## config.mk

```make
export PLATFORM = sky130hd
export DESIGN_NAME = pixel_packer_flat
export DESIGN_NICKNAME = d
export VERILOG_FILES = /design/src/rtl/mnist_pkg.sv /design/src/rtl/pixel_packer_if.sv /design/src/rtl/frame_buffer.sv /design/src/rtl/pixel_packer.sv /design/src/flat_wrapper.sv
export SDC_FILE = /design/constraint.sdc
export NUM_CORES = 2
export LEC_CHECK = 0
export CAP_MARGIN = 10
export CORE_MARGIN = 5
export CORE_UTILIZATION = 35
export DETAILED_ROUTE_END_ITERATION = 10
export PLACE_DENSITY = 0.51
export SYNTH_ARGS = -nofsm -noshare
export SYNTH_HDL_FRONTEND = slang
export SYNTH_HIERARCHICAL = 1
export SYNTH_SLANG_ARGS = --single-unit
export TNS_END_PERCENT = 1
```

## constraint.sdc

```tcl
create_clock -name clk_i -period 7.8 [get_ports clk_i]
set_clock_uncertainty 0.05 [all_clocks]
set_input_delay 0.78 -clock clk_i [delete_from_list [all_inputs] [get_ports clk_i]]
set_output_delay 0.78 -clock clk_i [all_outputs]
set_load 0.05 [all_outputs]
```

## src/rtl/mnist_pkg.sv

```systemverilog
// Shared types and constants for the MNIST front end: image geometry, pixel/frame
// types and the packer FSM state encoding.
package mnist_pkg;

    localparam int IMG_DIM           = 28;
    localparam int NUM_PIXELS        = IMG_DIM * IMG_DIM;
    localparam int PIXEL_W           = 8;
    localparam int DEFAULT_THRESHOLD = 128;

    typedef logic [PIXEL_W-1:0]    pixel_t;
    typedef logic [NUM_PIXELS-1:0] frame_t;

    typedef enum logic {
        ST_FILL = 1'b0,
        ST_HOLD = 1'b1
    } pack_state_t;

endpackage

```

## src/rtl/pixel_packer_if.sv

```systemverilog
// Pixel-in / frame-out handshake bundle of the pixel packer.
// The master drives pixels and downstream ready; the slave is the packer itself.
interface pixel_packer_if #(
    parameter int PIXEL_W    = mnist_pkg::PIXEL_W,
    parameter int NUM_PIXELS = mnist_pkg::NUM_PIXELS
);
    logic                  valid_i;
    logic [PIXEL_W-1:0]    data_i;
    logic                  last_i;
    logic                  ready_o;
    logic                  valid_o;
    logic [NUM_PIXELS-1:0] data_o;
    logic                  ready_i;
    logic                  err_o;

    modport master (
        output valid_i, data_i, last_i, ready_i,
        input  ready_o, valid_o, data_o, err_o
    );

    modport slave (
        input  valid_i, data_i, last_i, ready_i,
        output ready_o, valid_o, data_o, err_o
    );
endinterface

```

## src/rtl/frame_buffer.sv

```systemverilog
// Single-entry valid/ready register slice for a packed frame. Accepts a new frame
// when empty or when the held frame is leaving on the same cycle.
module frame_buffer import mnist_pkg::*; #(
    parameter int WIDTH = NUM_PIXELS
) (
    input  logic             clk_i,
    input  logic             reset_ni,
    input  logic             in_valid,
    input  logic [WIDTH-1:0] in_data,
    output logic             in_ready,
    output logic             out_valid,
    output logic [WIDTH-1:0] out_data,
    input  logic             out_ready
);

    logic             valid_reg;
    logic [WIDTH-1:0] data_reg;

    assign in_ready  = !valid_reg || out_ready;
    assign out_valid = valid_reg;
    assign out_data  = data_reg;

    always_ff @(posedge clk_i or negedge reset_ni) begin
        if (!reset_ni) begin
            valid_reg <= 1'b0;
            data_reg  <= '0;
        end else if (in_valid && in_ready) begin
            valid_reg <= 1'b1;
            data_reg  <= in_data;
        end else if (out_ready) begin
            valid_reg <= 1'b0;
        end
    end

endmodule

```

## src/rtl/pixel_packer.sv

```systemverilog
// Thresholds a raster of greyscale pixels to one bit each and packs a whole frame
// into a wide vector; a filling frame and a pending output frame can coexist.
module pixel_packer #(
    parameter int PIXEL_W    = mnist_pkg::PIXEL_W,
    parameter int NUM_PIXELS = mnist_pkg::NUM_PIXELS,
    parameter int THRESHOLD  = mnist_pkg::DEFAULT_THRESHOLD
) (
    input  logic           clk_i,
    input  logic           reset_ni,
    pixel_packer_if.slave  bus
);
    import mnist_pkg::*;

    localparam int                 COUNT_W  = $clog2(NUM_PIXELS);
    localparam logic [COUNT_W-1:0] LAST_IDX = COUNT_W'(NUM_PIXELS - 1);
    localparam logic [PIXEL_W-1:0] THR      = PIXEL_W'(THRESHOLD);

    pack_state_t           state_reg, state_next;
    logic [COUNT_W-1:0]    count_reg, count_next;
    logic [NUM_PIXELS-1:0] fill_reg, fill_next, fill_merged;
    logic                  err_reg, err_next;

    logic                  load;
    logic [NUM_PIXELS-1:0] load_data;
    logic                  buf_free;
    logic                  ready;
    logic                  accept;
    logic                  pixel_bit;
    logic                  at_last;

    // ready depends only on registered state, never on valid_i.
    assign ready       = (state_reg == ST_FILL);
    assign bus.ready_o = ready;
    assign bus.err_o   = err_reg;
    assign accept      = bus.valid_i && ready;
    assign pixel_bit   = (bus.data_i >= THR);
    assign at_last     = (count_reg == LAST_IDX);

    always_comb begin
        fill_merged            = fill_reg;
        fill_merged[count_reg] = pixel_bit;
    end

    always_comb begin
        state_next = state_reg;
        count_next = count_reg;
        fill_next  = fill_reg;
        err_next   = 1'b0;
        load       = 1'b0;
        load_data  = fill_reg;
        case (state_reg)
            ST_FILL: begin
                if (accept) begin
                    if (at_last) begin
                        // A full frame completes even without last_i, but is flagged.
                        err_next = !bus.last_i;
                        if (buf_free) begin
                            load       = 1'b1;
                            load_data  = fill_merged;
                            count_next = '0;
                            fill_next  = '0;
                        end else begin
                            fill_next  = fill_merged;
                            state_next = ST_HOLD;
                        end
                    end else if (bus.last_i) begin
                        count_next = '0;
                        fill_next  = '0;
                        err_next   = 1'b1;
                    end else begin
                        fill_next  = fill_merged;
                        count_next = count_reg + COUNT_W'(1);
                    end
                end
            end
            ST_HOLD: begin
                if (buf_free) begin
                    load       = 1'b1;
                    load_data  = fill_reg;
                    count_next = '0;
                    fill_next  = '0;
                    state_next = ST_FILL;
                end
            end
            default: state_next = ST_FILL;
        endcase
    end

    always_ff @(posedge clk_i or negedge reset_ni) begin
        if (!reset_ni) begin
            state_reg <= ST_FILL;
            count_reg <= '0;
            fill_reg  <= '0;
            err_reg   <= 1'b0;
        end else begin
            state_reg <= state_next;
            count_reg <= count_next;
            fill_reg  <= fill_next;
            err_reg   <= err_next;
        end
    end

    frame_buffer #(
        .WIDTH (NUM_PIXELS)
    ) u_frame_buffer (
        .clk_i     (clk_i),
        .reset_ni  (reset_ni),
        .in_valid  (load),
        .in_data   (load_data),
        .in_ready  (buf_free),
        .out_valid (bus.valid_o),
        .out_data  (bus.data_o),
        .out_ready (bus.ready_i)
    );

endmodule

```

## src/flat_wrapper.sv

```systemverilog
// flat-port wrapper written by rule: the top's interface ports become plain ports
module pixel_packer_flat import mnist_pkg::*;
#(
    parameter int PIXEL_W    = mnist_pkg::PIXEL_W,
    parameter int NUM_PIXELS = mnist_pkg::NUM_PIXELS,
    parameter int THRESHOLD  = mnist_pkg::DEFAULT_THRESHOLD
)
  (clk_i, reset_ni, bus_valid_i, bus_data_i, bus_last_i, bus_ready_i, bus_ready_o, bus_valid_o, bus_data_o, bus_err_o);
  pixel_packer_if #(.PIXEL_W(PIXEL_W), .NUM_PIXELS(NUM_PIXELS)) bus_i ();
  input  logic clk_i;
  input  logic reset_ni;
  input wire logic [$bits(bus_i.valid_i)-1:0] bus_valid_i;
  input wire logic [$bits(bus_i.data_i)-1:0] bus_data_i;
  input wire logic [$bits(bus_i.last_i)-1:0] bus_last_i;
  input wire logic [$bits(bus_i.ready_i)-1:0] bus_ready_i;
  output wire logic [$bits(bus_i.ready_o)-1:0] bus_ready_o;
  output wire logic [$bits(bus_i.valid_o)-1:0] bus_valid_o;
  output wire logic [$bits(bus_i.data_o)-1:0] bus_data_o;
  output wire logic [$bits(bus_i.err_o)-1:0] bus_err_o;
  assign bus_i.valid_i = bus_valid_i;
  assign bus_i.data_i = bus_data_i;
  assign bus_i.last_i = bus_last_i;
  assign bus_i.ready_i = bus_ready_i;
  assign bus_ready_o = bus_i.ready_o;
  assign bus_valid_o = bus_i.valid_o;
  assign bus_data_o = bus_i.data_o;
  assign bus_err_o = bus_i.err_o;
  pixel_packer #(.PIXEL_W(PIXEL_W), .NUM_PIXELS(NUM_PIXELS), .THRESHOLD(THRESHOLD)) u_core (.clk_i(clk_i), .reset_ni(reset_ni), .bus(bus_i));
endmodule
```

==> summary.md <==
| Metric | Value |
|---|---|
| Maximum VDD drop | `0.0002180 V` |
| Yosys warns | `6` |
| Pre-antenna DRT Iters | `6` |
| Fmax | `0.2072 GHz` |
| RSZ-0062 raised after global routing | `false` |
| Clk_lat worst skew | `0.83 ns` |
| H-Tree Depth | `4` |
| Initial antenna violation count | `18` |
| Flop2flop setup slack | `2.97 ns` |
| Nets@finish | `6844` |
| Vias in the first global route | `54806` |
| Synthesized Nets | `7287` |
| CTS tree | `done` |
| Synth area leaders | `dfrtp_1 (54%), mux2_2 (12%), a31oi_1 (6.7%)` |
| GRT overflow | `0` |
| Resize count post-CTS | `0` |
| Final hold violation count | `0` |
| First-pass GRT wire length | `437.0 mm` |
| RR Startpoint | `u_core/count_reg[0]` |
| Main flop type after synthesis | `dfrtp_1` |
| Worst path required time | `8.47 ns` |
| Reg power frac | `45.7%` |
| Worst r2r dst | `u_core/u_frame_buffer/out_data[229]` |
| Final setup TNS | `0 ns` |
| Drt first-iter violations | `6861` |
| All-layer global routing usage | `27.69%` |
| Worst-margin pin slew | `1.271 ns` |
| Final setup viols | `0` |
| Dominant cell type by area after synthesis | `dfrtp_1` |
| Sink Count | `1581` |
| DPL Wire Length | `171.1 mm` |
| Die width | `467.8 um` |
| Layout cells sized above 1 | `18.97%` |
| Status | `finished clean` |
| Top-area cell type share of the netlist area | `53.93%` |
| Post-synth ARST share | `100.0%` |
| Remaining DRCs | `0` |
| Post-Place Worst Slack | `3.058 ns` |
| Slew HR | `15.26%` |
| Kind of start point of the critical path | `register` |
| I/O pin total | `800` |
| Clk slew on worst S/H paths | `0.06 ns` |
| Power per cell area | `208.6 nW/um2` |
| WL per Instance | `32.11 um` |
| Die ar. | `218800 um2` |
| Critical path peak fanout | `74` |
| Initial core utilization | `35.07%` |
| Core area | `209200 um2` |
| Syn Area/Cell | `10.09 um2` |
| Pleak | `36.29 nW` |
| Crit end category | `register` |
| Psw | `4.358 mW` |
| Hold Path Class | `register to register` |
| Post-synth EDFFs | `0` |
| Routed Wire Length | `314.1 mm` |
| Crit Path Category | `register to register` |
| Routability cong. | `0.7825` |
| Die Y | `467.8 um` |
| Sequential fraction of the synthesis area | `53.93%` |
| Netlist Area Pre-Place | `73360 um2` |
| ANT nets after route | `0` |
| CTS Buf Count | `179` |
| Post-Syn Instances | `7270` |
| Distinct cells, synth | `45` |
| Largest net degree at the start of global routing | `185` |
| Max clock buf depth | `3` |
| Area growth, synth to finish | `17.36%` |
| Via Count | `56883` |
| Root buf cell | `clkbuf_16` |
| FF-to-FF path depth | `9` |
| Clock power frac | `49.2%` |
| Internal power | `13.60 mW` |
| Row cnt | `168` |
| CP arrival | `5.50 ns` |
| Net Sw Frac | `24.26%` |
| CP endpoint | `u_core/u_frame_buffer/out_data[229]` |
| Setup crit start | `u_core/count_reg[0]` |
| Synth Register Bits | `1581` |
| Minimum clock period | `4.825 ns` |
| Max cap viols | `0` |
| Vias per cell | `5.816` |
| Slack of the critical path | `2.975 ns` |
| IO buf count | `792` |
| Comb pwr share | `5.1%` |
| Fin. max-slew vios | `0` |
| Fin crit share | `61.86%` |
cells in the mapped netlist (4+ instances only):
library cell	instances
dfrtp_1	1581
clkbuf_1	1284
nand3_1	792
a31oi_1	789
mux2_2	789
inv_1	788
o22ai_1	782
buf_2	122
buf_6	98
nand2_1	54
buf_1	43
nand4_1	17
buf_4	15
and4b_1	12
nand4_2	12
nor2b_1	12
nor4bb_1	12
o21ai_0	7
and4_1	5
nand2b_1	5
nor2_1	5
nor4b_2	5
and2_1	4
ha_1	4
worst min path at each step:
stage	slack, ns	cells after the start	start	end
6_report	0.43	1	u_core/fill_reg[749]	u_core/u_frame_buffer/out_data[749]
3_5_place_dp	0.44	1	u_core/u_frame_buffer/out_data[258]	u_core/u_frame_buffer/out_data[258]
3_3_place_gp	0.44	1	u_core/fill_reg[445]	u_core/u_frame_buffer/out_data[445]
5_1_grt	0.46	1	u_core/fill_reg[137]	u_core/u_frame_buffer/out_data[137]
2_1_floorplan	0.42	2	u_core/fill_reg[783]	u_core/fill_reg[783]
4_1_cts	0.43	1	u_core/fill_reg[178]	u_core/u_frame_buffer/out_data[178]
placed cells by master (no fill, tap or decap), drive strengths merged, types with 2 or more instances in the layout:
cell              n
and4b            12
nor4bb           12
a21oi             3
mux2            789
a311oi            2
nand4            29
and3b             3
nand2            55
clkbuf          261
nor3              4
clkinvlp          2
o22ai           782
a31oi           789
mux2i             2
o21ai             7
ha                4
nand3           792
nor3b             3
inv             796
dfrtp          1581
and2              4
nand2b            6
and4              5
clkinv           34
buf             147
a41oi             3
nor2              6
diode            10
nor2b            12
o31ai             2
clkdlybuf4s50   791
nor4b             5
bufinv           14
through the flow:
stage / hold WS (ns) / util (%) / power (mW) / area (um2) / instances
floorplan: 0.4214 / - / 8.805 / 73360 / 7270
detailed placement: 0.4411 / 38.21 / 9.266 / 79920 / 9450
finish: 0.4341 / 41.16 / 17.96 / 86090 / 9780
global route: 0.4556 / 41.15 / 18.49 / 86070 / 9771
CTS: 0.4327 / 41.15 / 18.12 / 86070 / 9770
global placement: 0.4378 / 38.21 / 9.259 / 79920 / 9450
repair_timing:
| action | 4_1_cts | 5_1_grt |
|---|---|---|
| hold buffers | 1 | 0 |
| hold endpoints to repair | 100 | 0 |
| setup buffers | 0 | 0 |
final cells by class:
class | instances | area, um2
multi-input cells | 3338 | 24630
repair buffers | 939 | 9264
inverters | 788 | 2958
flip-flops and latches | 1581 | 39570
diodes | 10 | 25.02
fillers | 19952 | 123100
clock buffers | 261 | 5310
clock inverters | 58 | 825.8
well taps | 2805 | 3510
kinds of logic after synthesis:
family / share of synthesized area, %
compound gates: 13.59
xor+xnor: 0.01194
fa+ha+maj: 0.06823
buf+inv: 13.33
flops: 53.93
mux: 12.14
simple gates: 6.927
per-layer routing:
layer,track usage [%],wire length [um],up-vias
li1,-,-,23948
met1,38.32,131800,29189
met2,40.74,137200,3143
met3,7.220,30050,603
met4,12.49,14980,0
met5,0,0,-
power by group through the flow:
stage	logic (mW)	registers (mW)	clock network (mW)
floorplan	0.440	8.37	0
global placement	0.897	8.36	0
detailed placement	0.904	8.36	0
CTS	0.906	8.21	9.01
global route	0.975	8.21	9.31
finish	0.913	8.21	8.83
critical path: stages (launching register included):
cell and delay, ns:
dfrtp_1 0.44, ha_1 0.54, and4b_4 0.32, buf_4 0.74
a31oi_1 0.22, nor2b_1 0.38, nand2_8 0.49, buf_4 0.55
buf_4 0.45, mux2_2 0.36
Note: power is estimated with default switching activity, not from simulation.
